`src/rtl/ipdom_reconv_ctrl.sv`:
```
// ipdom_reconv_ctrl: per-warp IPDOM reconvergence stack sequencer.
// One split/join is accepted at a time. A divergent split pushes the
// reconvergence entry and then the not-taken entry. A join pops the top
// entry. Each operation ends with a one-cycle PC/mask update pulse.
module ipdom_reconv_ctrl #(
  parameter int NUM_WARPS   = 8,
  parameter int NUM_THREADS = 32,
  parameter int PC_WIDTH    = 32,
  parameter int STACK_DEPTH = 8,
  localparam int WID = $clog2(NUM_WARPS),
  localparam int SPW = $clog2(STACK_DEPTH + 1)
) (
  input  logic                   clk,
  input  logic                   rst_n,
  input  logic                   op_valid,
  output logic                   op_ready,
  input  logic                   op_is_join,
  input  logic [WID-1:0]         op_warp_id,
  input  logic [NUM_THREADS-1:0] op_cur_mask,
  input  logic [NUM_THREADS-1:0] op_taken_mask,
  input  logic [PC_WIDTH-1:0]    op_taken_pc,
  input  logic [PC_WIDTH-1:0]    op_fallthru_pc,
  input  logic [PC_WIDTH-1:0]    op_ipdom_pc,
  input  logic                   flush_valid,
  input  logic [WID-1:0]         flush_warp_id,
  output logic                   upd_valid,
  output logic [WID-1:0]         upd_warp_id,
  output logic [PC_WIDTH-1:0]    upd_pc,
  output logic [NUM_THREADS-1:0] upd_mask,
  output logic                   upd_err,
  output logic [NUM_WARPS-1:0]   stack_empty,
  output logic [NUM_WARPS-1:0]   stack_full
);

  localparam int EW   = PC_WIDTH + NUM_THREADS;   // stack entry {pc, mask}
  localparam int NENT = NUM_WARPS * STACK_DEPTH;  // all warps share one array
  localparam int MAW  = $clog2(NENT);

  typedef enum logic [2:0] {
    S_IDLE   = 3'd0,
    S_PUSH_R = 3'd1,
    S_PUSH_N = 3'd2,
    S_POP    = 3'd3,
    S_RESP   = 3'd4
  } state_t;

  state_t r_state;
  state_t w_state_next;

  // Operation fields latched at acceptance
  logic [WID-1:0]         r_warp;
  logic                   r_is_join;
  logic [PC_WIDTH-1:0]    r_ipdom_pc;
  logic [PC_WIDTH-1:0]    r_fall_pc;
  logic [NUM_THREADS-1:0] r_cur_mask;
  logic [NUM_THREADS-1:0] r_n_mask;
  // Response prepared at acceptance (joins take pc/mask from the stack read)
  logic [PC_WIDTH-1:0]    r_resp_pc;
  logic [NUM_THREADS-1:0] r_resp_mask;
  logic                   r_resp_err;

  // Entry storage and its registered read port
  logic [EW-1:0] r_mem [NENT];
  logic [EW-1:0] r_rd_data;

  logic                   w_accept;
  logic [NUM_THREADS-1:0] w_t_mask;
  logic [NUM_THREADS-1:0] w_n_mask;
  logic                   w_t_zero;
  logic                   w_n_zero;
  logic                   w_acc_flush;
  logic [SPW-1:0]         w_sp [NUM_WARPS];
  logic [SPW-1:0]         w_sp_acc;
  logic [SPW-1:0]         w_sp_cur;
  logic                   w_room;
  logic                   w_join_under;
  logic                   w_split_div;
  logic                   w_flush_cur;
  logic                   w_abort;
  logic                   w_push;
  logic                   w_mem_we;
  logic                   w_mem_re;
  logic [MAW-1:0]         w_base;
  logic [MAW-1:0]         w_wr_addr;
  logic [MAW-1:0]         w_rd_addr;
  logic [EW-1:0]          w_wr_data;

  // ------------------------------------------------------------------
  // Acceptance-time decode (inputs are the values being latched)
  // ------------------------------------------------------------------
  assign w_accept = op_valid && op_ready;
  assign w_t_mask = op_taken_mask & op_cur_mask;
  assign w_n_mask = op_cur_mask & ~w_t_mask;
  assign w_t_zero = (w_t_mask == '0);
  assign w_n_zero = (w_n_mask == '0);

  // A flush hitting the warp in the accept cycle wins, so the op sees an empty stack.
  assign w_acc_flush  = flush_valid && (flush_warp_id == op_warp_id);
  assign w_sp_acc     = w_acc_flush ? '0 : w_sp[op_warp_id];
  assign w_room       = (w_sp_acc <= SPW'(STACK_DEPTH - 2));
  assign w_join_under = (w_sp_acc == '0);
  assign w_split_div  = !w_t_zero && !w_n_zero;

  // In-flight op status
  assign w_sp_cur    = w_sp[r_warp];
  assign w_flush_cur = flush_valid && (flush_warp_id == r_warp);
  assign w_push      = (r_state == S_PUSH_R) || (r_state == S_PUSH_N);
  assign w_abort     = w_flush_cur &&
                       ((r_state == S_PUSH_R) || (r_state == S_PUSH_N) || (r_state == S_POP));

  // ------------------------------------------------------------------
  // FSM
  // ------------------------------------------------------------------

  // State register
  always_ff @(posedge clk or negedge rst_n) begin
    if (!rst_n) begin
      r_state <= S_IDLE;
    end else begin
      r_state <= w_state_next;
    end
  end

  // Next-state: route accepted ops, abort on a flush of the in-flight warp
  always_comb begin
    w_state_next = r_state;
    case (r_state)
      S_IDLE: begin
        if (w_accept) begin
          if (op_is_join) begin
            w_state_next = w_join_under ? S_RESP : S_POP;
          end else if (w_split_div && w_room) begin
            w_state_next = S_PUSH_R;
          end else begin
            w_state_next = S_RESP;
          end
        end
      end
      S_PUSH_R: w_state_next = w_abort ? S_IDLE : S_PUSH_N;
      S_PUSH_N: w_state_next = w_abort ? S_IDLE : S_RESP;
      S_POP:    w_state_next = w_abort ? S_IDLE : S_RESP;
      S_RESP:   w_state_next = S_IDLE;
      default:  w_state_next = S_IDLE;
    endcase
  end

  // Outputs: ready only when idle and out of reset, update pulse in RESP
  always_comb begin
    op_ready    = rst_n && (r_state == S_IDLE);
    upd_valid   = (r_state == S_RESP);
    upd_err     = (r_state == S_RESP) && r_resp_err;
    upd_warp_id = r_warp;
    if (r_is_join && !r_resp_err) begin
      upd_pc   = r_rd_data[EW-1:NUM_THREADS];
      upd_mask = r_rd_data[NUM_THREADS-1:0];
    end else begin
      upd_pc   = r_resp_pc;
      upd_mask = r_resp_mask;
    end
  end

  // ------------------------------------------------------------------
  // Operation latch and response preparation
  // ------------------------------------------------------------------

  // Capture operation fields and precompute the split/error response on acceptance
  always_ff @(posedge clk or negedge rst_n) begin
    if (!rst_n) begin
      r_warp      <= '0;
      r_is_join   <= 1'b0;
      r_ipdom_pc  <= '0;
      r_fall_pc   <= '0;
      r_cur_mask  <= '0;
      r_n_mask    <= '0;
      r_resp_pc   <= '0;
      r_resp_mask <= '0;
      r_resp_err  <= 1'b0;
    end else if (w_accept) begin
      r_warp      <= op_warp_id;
      r_is_join   <= op_is_join;
      r_ipdom_pc  <= op_ipdom_pc;
      r_fall_pc   <= op_fallthru_pc;
      r_cur_mask  <= op_cur_mask;
      r_n_mask    <= w_n_mask;
      r_resp_pc   <= w_t_zero ? op_fallthru_pc : op_taken_pc;
      r_resp_mask <= (w_t_zero || w_n_zero) ? op_cur_mask : w_t_mask;
      r_resp_err  <= op_is_join ? w_join_under : (w_split_div && !w_room);
    end
  end

  // ------------------------------------------------------------------
  // Per-warp stack pointers and status
  // ------------------------------------------------------------------
  genvar gi;
  generate
    for (gi = 0; gi < NUM_WARPS; gi++) begin : g_warp
      logic [SPW-1:0] r_sp;
      logic           w_hit;
      logic           w_fl;
      logic           w_inc;
      logic           w_dec;

      assign w_hit = (r_warp == WID'(gi));
      assign w_fl  = flush_valid && (flush_warp_id == WID'(gi));
      assign w_inc = w_hit && w_push;
      assign w_dec = w_hit && (r_state == S_POP);

      // Stack pointer: flush beats push/pop to the same warp
      always_ff @(posedge clk or negedge rst_n) begin
        if (!rst_n) begin
          r_sp <= '0;
        end else if (w_fl) begin
          r_sp <= '0;
        end else if (w_inc) begin
          r_sp <= r_sp + 1'b1;
        end else if (w_dec) begin
          r_sp <= r_sp - 1'b1;
        end
      end

      assign w_sp[gi]        = r_sp;
      assign stack_empty[gi] = (r_sp == '0);
      assign stack_full[gi]  = (r_sp > SPW'(STACK_DEPTH - 2));
    end
  endgenerate

  // ------------------------------------------------------------------
  // Entry storage: PUSH_R writes at sp, PUSH_N at sp+1 (sp already bumped),
  // POP reads sp-1. Warp w owns entries [w*STACK_DEPTH, (w+1)*STACK_DEPTH).
  // ------------------------------------------------------------------
  assign w_base    = MAW'(r_warp) * MAW'(STACK_DEPTH);
  assign w_wr_addr = w_base + MAW'(w_sp_cur);
  assign w_rd_addr = w_wr_addr - 1'b1;
  assign w_wr_data = (r_state == S_PUSH_R) ? {r_ipdom_pc, r_cur_mask}
                                           : {r_fall_pc, r_n_mask};
  assign w_mem_we  = w_push && !w_flush_cur;
  assign w_mem_re  = (r_state == S_POP);

  // Single-port entry array with registered read, no reset on storage
  always_ff @(posedge clk) begin
    if (w_mem_we) begin
      r_mem[w_wr_addr] <= w_wr_data;
    end
    if (w_mem_re) begin
      r_rd_data <= r_mem[w_rd_addr];
    end
  end

endmodule

```
`config.mk`:
```
export PLATFORM = sky130hd
export DESIGN_NAME = ipdom_reconv_ctrl
export DESIGN_NICKNAME = d
export VERILOG_FILES = /design/src/rtl/ipdom_reconv_ctrl.sv
export SDC_FILE = /design/constraint.sdc
export NUM_CORES = 2
export LEC_CHECK = 0
export CAP_MARGIN = 10
export CORE_UTILIZATION = 25
export CTS_BUF_LIST = sky130_fd_sc_hd__clkbuf_16
export CTS_CLUSTER_SIZE = 10
export DETAILED_ROUTE_END_ITERATION = 8
export SYNTH_ARGS = -nofsm -noshare
export SYNTH_HDL_FRONTEND = slang
export SYNTH_SLANG_ARGS = --single-unit
```
`constraint.sdc`:
```
create_clock -name clk -period 7.68 [get_ports clk]
set_clock_uncertainty 0.2 [all_clocks]
set_input_delay 0.768 -clock clk [delete_from_list [all_inputs] [get_ports clk]]
set_output_delay 0.768 -clock clk [all_outputs]
set_load 0.03 [all_outputs]
```
==> reports/metrics.csv <==
stage;metric;value;unit
grt;largest net degree at the start of global routing;185;
sta;worst-margin pin slew;1.313;ns
logic_synthesis;Synth Area per Inst;19.15;um^2
logic_synthesis;Mapped Area;175600;um^2
clock_network;H-tree levels;5;
floorplan;number of I/O pins;257;
critical_path;critical path launch point type;flip-flop;
routing;vias;94720;
clock_network;CTS tree;done;
routing;DR WL/cell;27.87;um
logic_synthesis;Seq/Total Area, Yosys;0.7443;
worst_hold_path;HP Class;in -> async;
placed_design;routability cong.;0.7607;
sta;Final Setup Violations;0;
sta;Slew Viols, Final;0;
critical_path;Critical Path Fanout Max;47;
sta;Slew HR;0.1247;
critical_path;CP max stage delay;1.00;ns
routing;DR pass1 iterations;5;
floorplan;core region area;699500;um^2
logic_synthesis;Main synth FF type;edfxtp_1;
critical_path;CP Cell Sequence;mux4_2 -> mux2_2 -> ha_1 -> ha_1 -> xor2_1 -> nand3_1 -> nor2_4 -> buf_12;
logic_synthesis;number of enable flip-flop cells after synthesis;4160;
clock_network;Reg clk slew, reported paths;0.06;ns
logic_synthesis;Ys Warns;0;
finish;share of cells above drive strength 1;0.2254;
routing;DRC;0;
sta;fmax;0.1649;GHz
logic_synthesis;synthesized net count;9369;
grt;vias in the first global route;92970;
run;maxcap violations;0;
critical_path;delay-heaviest family, CP;simple AND/OR/NAND/NOR gates;
finish;Final nets;9708;
status;status;completed;
finish;most frequent cells in the layout;4160 x edfxtp_1, 782 x mux4_2, 489 x clkbuf_16;
critical_path;R2R depth;8;
finish;final cell count without fillers;18930;
critical_path;Critical Path Sink Type;flip-flop;
clock_network;CTS sink cnt;4392;
placed_design;Post-DP HPWL;274800;um
floorplan;Die X;840.2;um
sta;RSZ-0062 raised after global routing;false;
routing;Final ANT Viol Nets;0;
critical_path;Req. time, crit path;8.12;ns
clock_network;worst skew pair latency;1.04;ns
finish;area growth from synthesis to layout;16.26;%
routing;final WL;527600;um
critical_path;CP max stage cell;nor2_4;
logic_synthesis;Gate Count Post-Synth;9171;
logic_synthesis;post-synthesis async set-or-reset flop share;0.05282;
grt;Total Routing Usage GR;0.1435;
sta;Fin Hold WS;0.06257;ns
grt;initial antenna violation count;24;
floorplan;FP Rows;307;
clock_network;CTS buffer count;485;
logic_synthesis;#FFs+latches synth;4392;
critical_path;CP Class;reg -> reg;
floorplan;initial core utilization;0.2511;
grt;first-pass GRT wire length;732600;um
finish;Post-Route Utilization;0.2919;
grt;remaining global-route overflow;0;
floorplan;die area;705900;um^2
sta;part of the cycle the worst path needs;0.7896;
floorplan;die span in y;840.2;um
critical_path;CP Depth;8;
clock_network;Clock Path Buffers;4;
logic_synthesis;Netlist cell types;59;
routing;Vias per Instance;5.004;
finish;commonest non-fill, non-tap cell in the layout;edfxtp_1;
critical_path;worst path arrival time;6.50;ns
placed_design;I/O Buffers;256;
sta;Fin. Hold Viols;0;
placed_design;Placed Cells;18290;
clock_network;CTS root buffer;clkbuf_16;
critical_path;CP bufs+invs;1;
routing;First DRT Iteration DRCs;11450;
critical_path;cell mode on critical path;ha_1;
sta;fin crit period;6.064;ns
sta;Setup Total Neg Slack;0;ns
==> per-layer routing <==
metal,track usage,share of wire,vias to the layer above
li1,-,-,38480
met1,0.1883,0.40,51070
met2,0.2437,0.49,4308
met3,0.02207,0.075,863
met4,0.04603,0.034,6
met5,0,0.000076,-
==> Yosys cell counts, drive strengths merged, types with 135 or more instances <==
master,count,area share
o21ai,135,0.0039
o211ai,257,0.011
dfrtp,232,0.033
nand2b,298,0.011
nand4,333,0.012
a211o,256,0.013
mux4,782,0.10
nand2,383,0.0082
mux2,486,0.031
nand4b,256,0.013
a22o,260,0.013
clkbuf,575,0.012
edfxtp,4160,0.71
a31oi,256,0.0091
==> timing repair <==
item,CTS,global route
endpoints found under the setup margin,0,0
buffers inserted,0,0
hold buffers,1,0
gates resized for setup,0,0
endpoints found under the hold margin,50,0
==> metrics by stage <==
step,cell area (um^2),setup WS [ns]
after global routing,204200,1.494
after floorplan,175600,1.182
after detailed placement,191100,1.727
final,204200,1.616
after CTS,204100,1.695
after global placement,191100,1.855
==> worst paths after layout <==
check | to | startpoint | slack, ns
min in group clk | r_ipdom_pc[18] | op_ipdom_pc[18] | 0.17
max reg2reg | r_mem[51][56] | upd_warp_id[1] | 1.62
min | g_warp[6].r_sp[3] | rst_n | 0.06
max | r_mem[51][56] | upd_warp_id[1] | 1.62
max in group asynchronous | r_fall_pc[1] | rst_n | 5.02
min reg2reg | r_resp_pc[1] | r_resp_pc[1] | 0.27
==> cell families after synthesis <==
kind of cell | after synthesis | share of synthesized area
and+or+nand+nor | 1442 | 0.04782
buffers and inverters | 724 | 0.01657
DFF | 4392 | 0.7443
muxes | 1315 | 0.1343
xor gates and xnor gates | 41 | 0.002130
adders and majority gates | 27 | 0.002265
AOI/OAI and AO/OA | 1230 | 0.05259
==> cell type report <==
type / count / area, um^2
Multi-Input combinational cell: 4055 / 42620
Inverter: 27 / 101.3
Antenna cell: 14 / 35.03
Timing Repair Buffer: 549 / 6101
Clock inverter: 132 / 767.0
Sequential cell: 4392 / 130700
Clock buffer: 489 / 12240
Fill cell: 67890 / 495300
Tap cell: 9270 / 11600
==> sequential cells by signal, summed over array words and instances, names as in the netlist <==
name	flops
g_warp.r_sp	32
r_cur_mask	32
r_fall_pc	32
r_ipdom_pc	32
r_is_join	1
r_mem	4096
r_n_mask	32
r_rd_data	64
r_resp_err	1
r_resp_mask	32
r_resp_pc	32
r_state	3
upd_warp_id	3
Power is left out: the tool's default activity adds up to more than one toggle a clock period on the data nets, which glitch-free logic cannot reach.
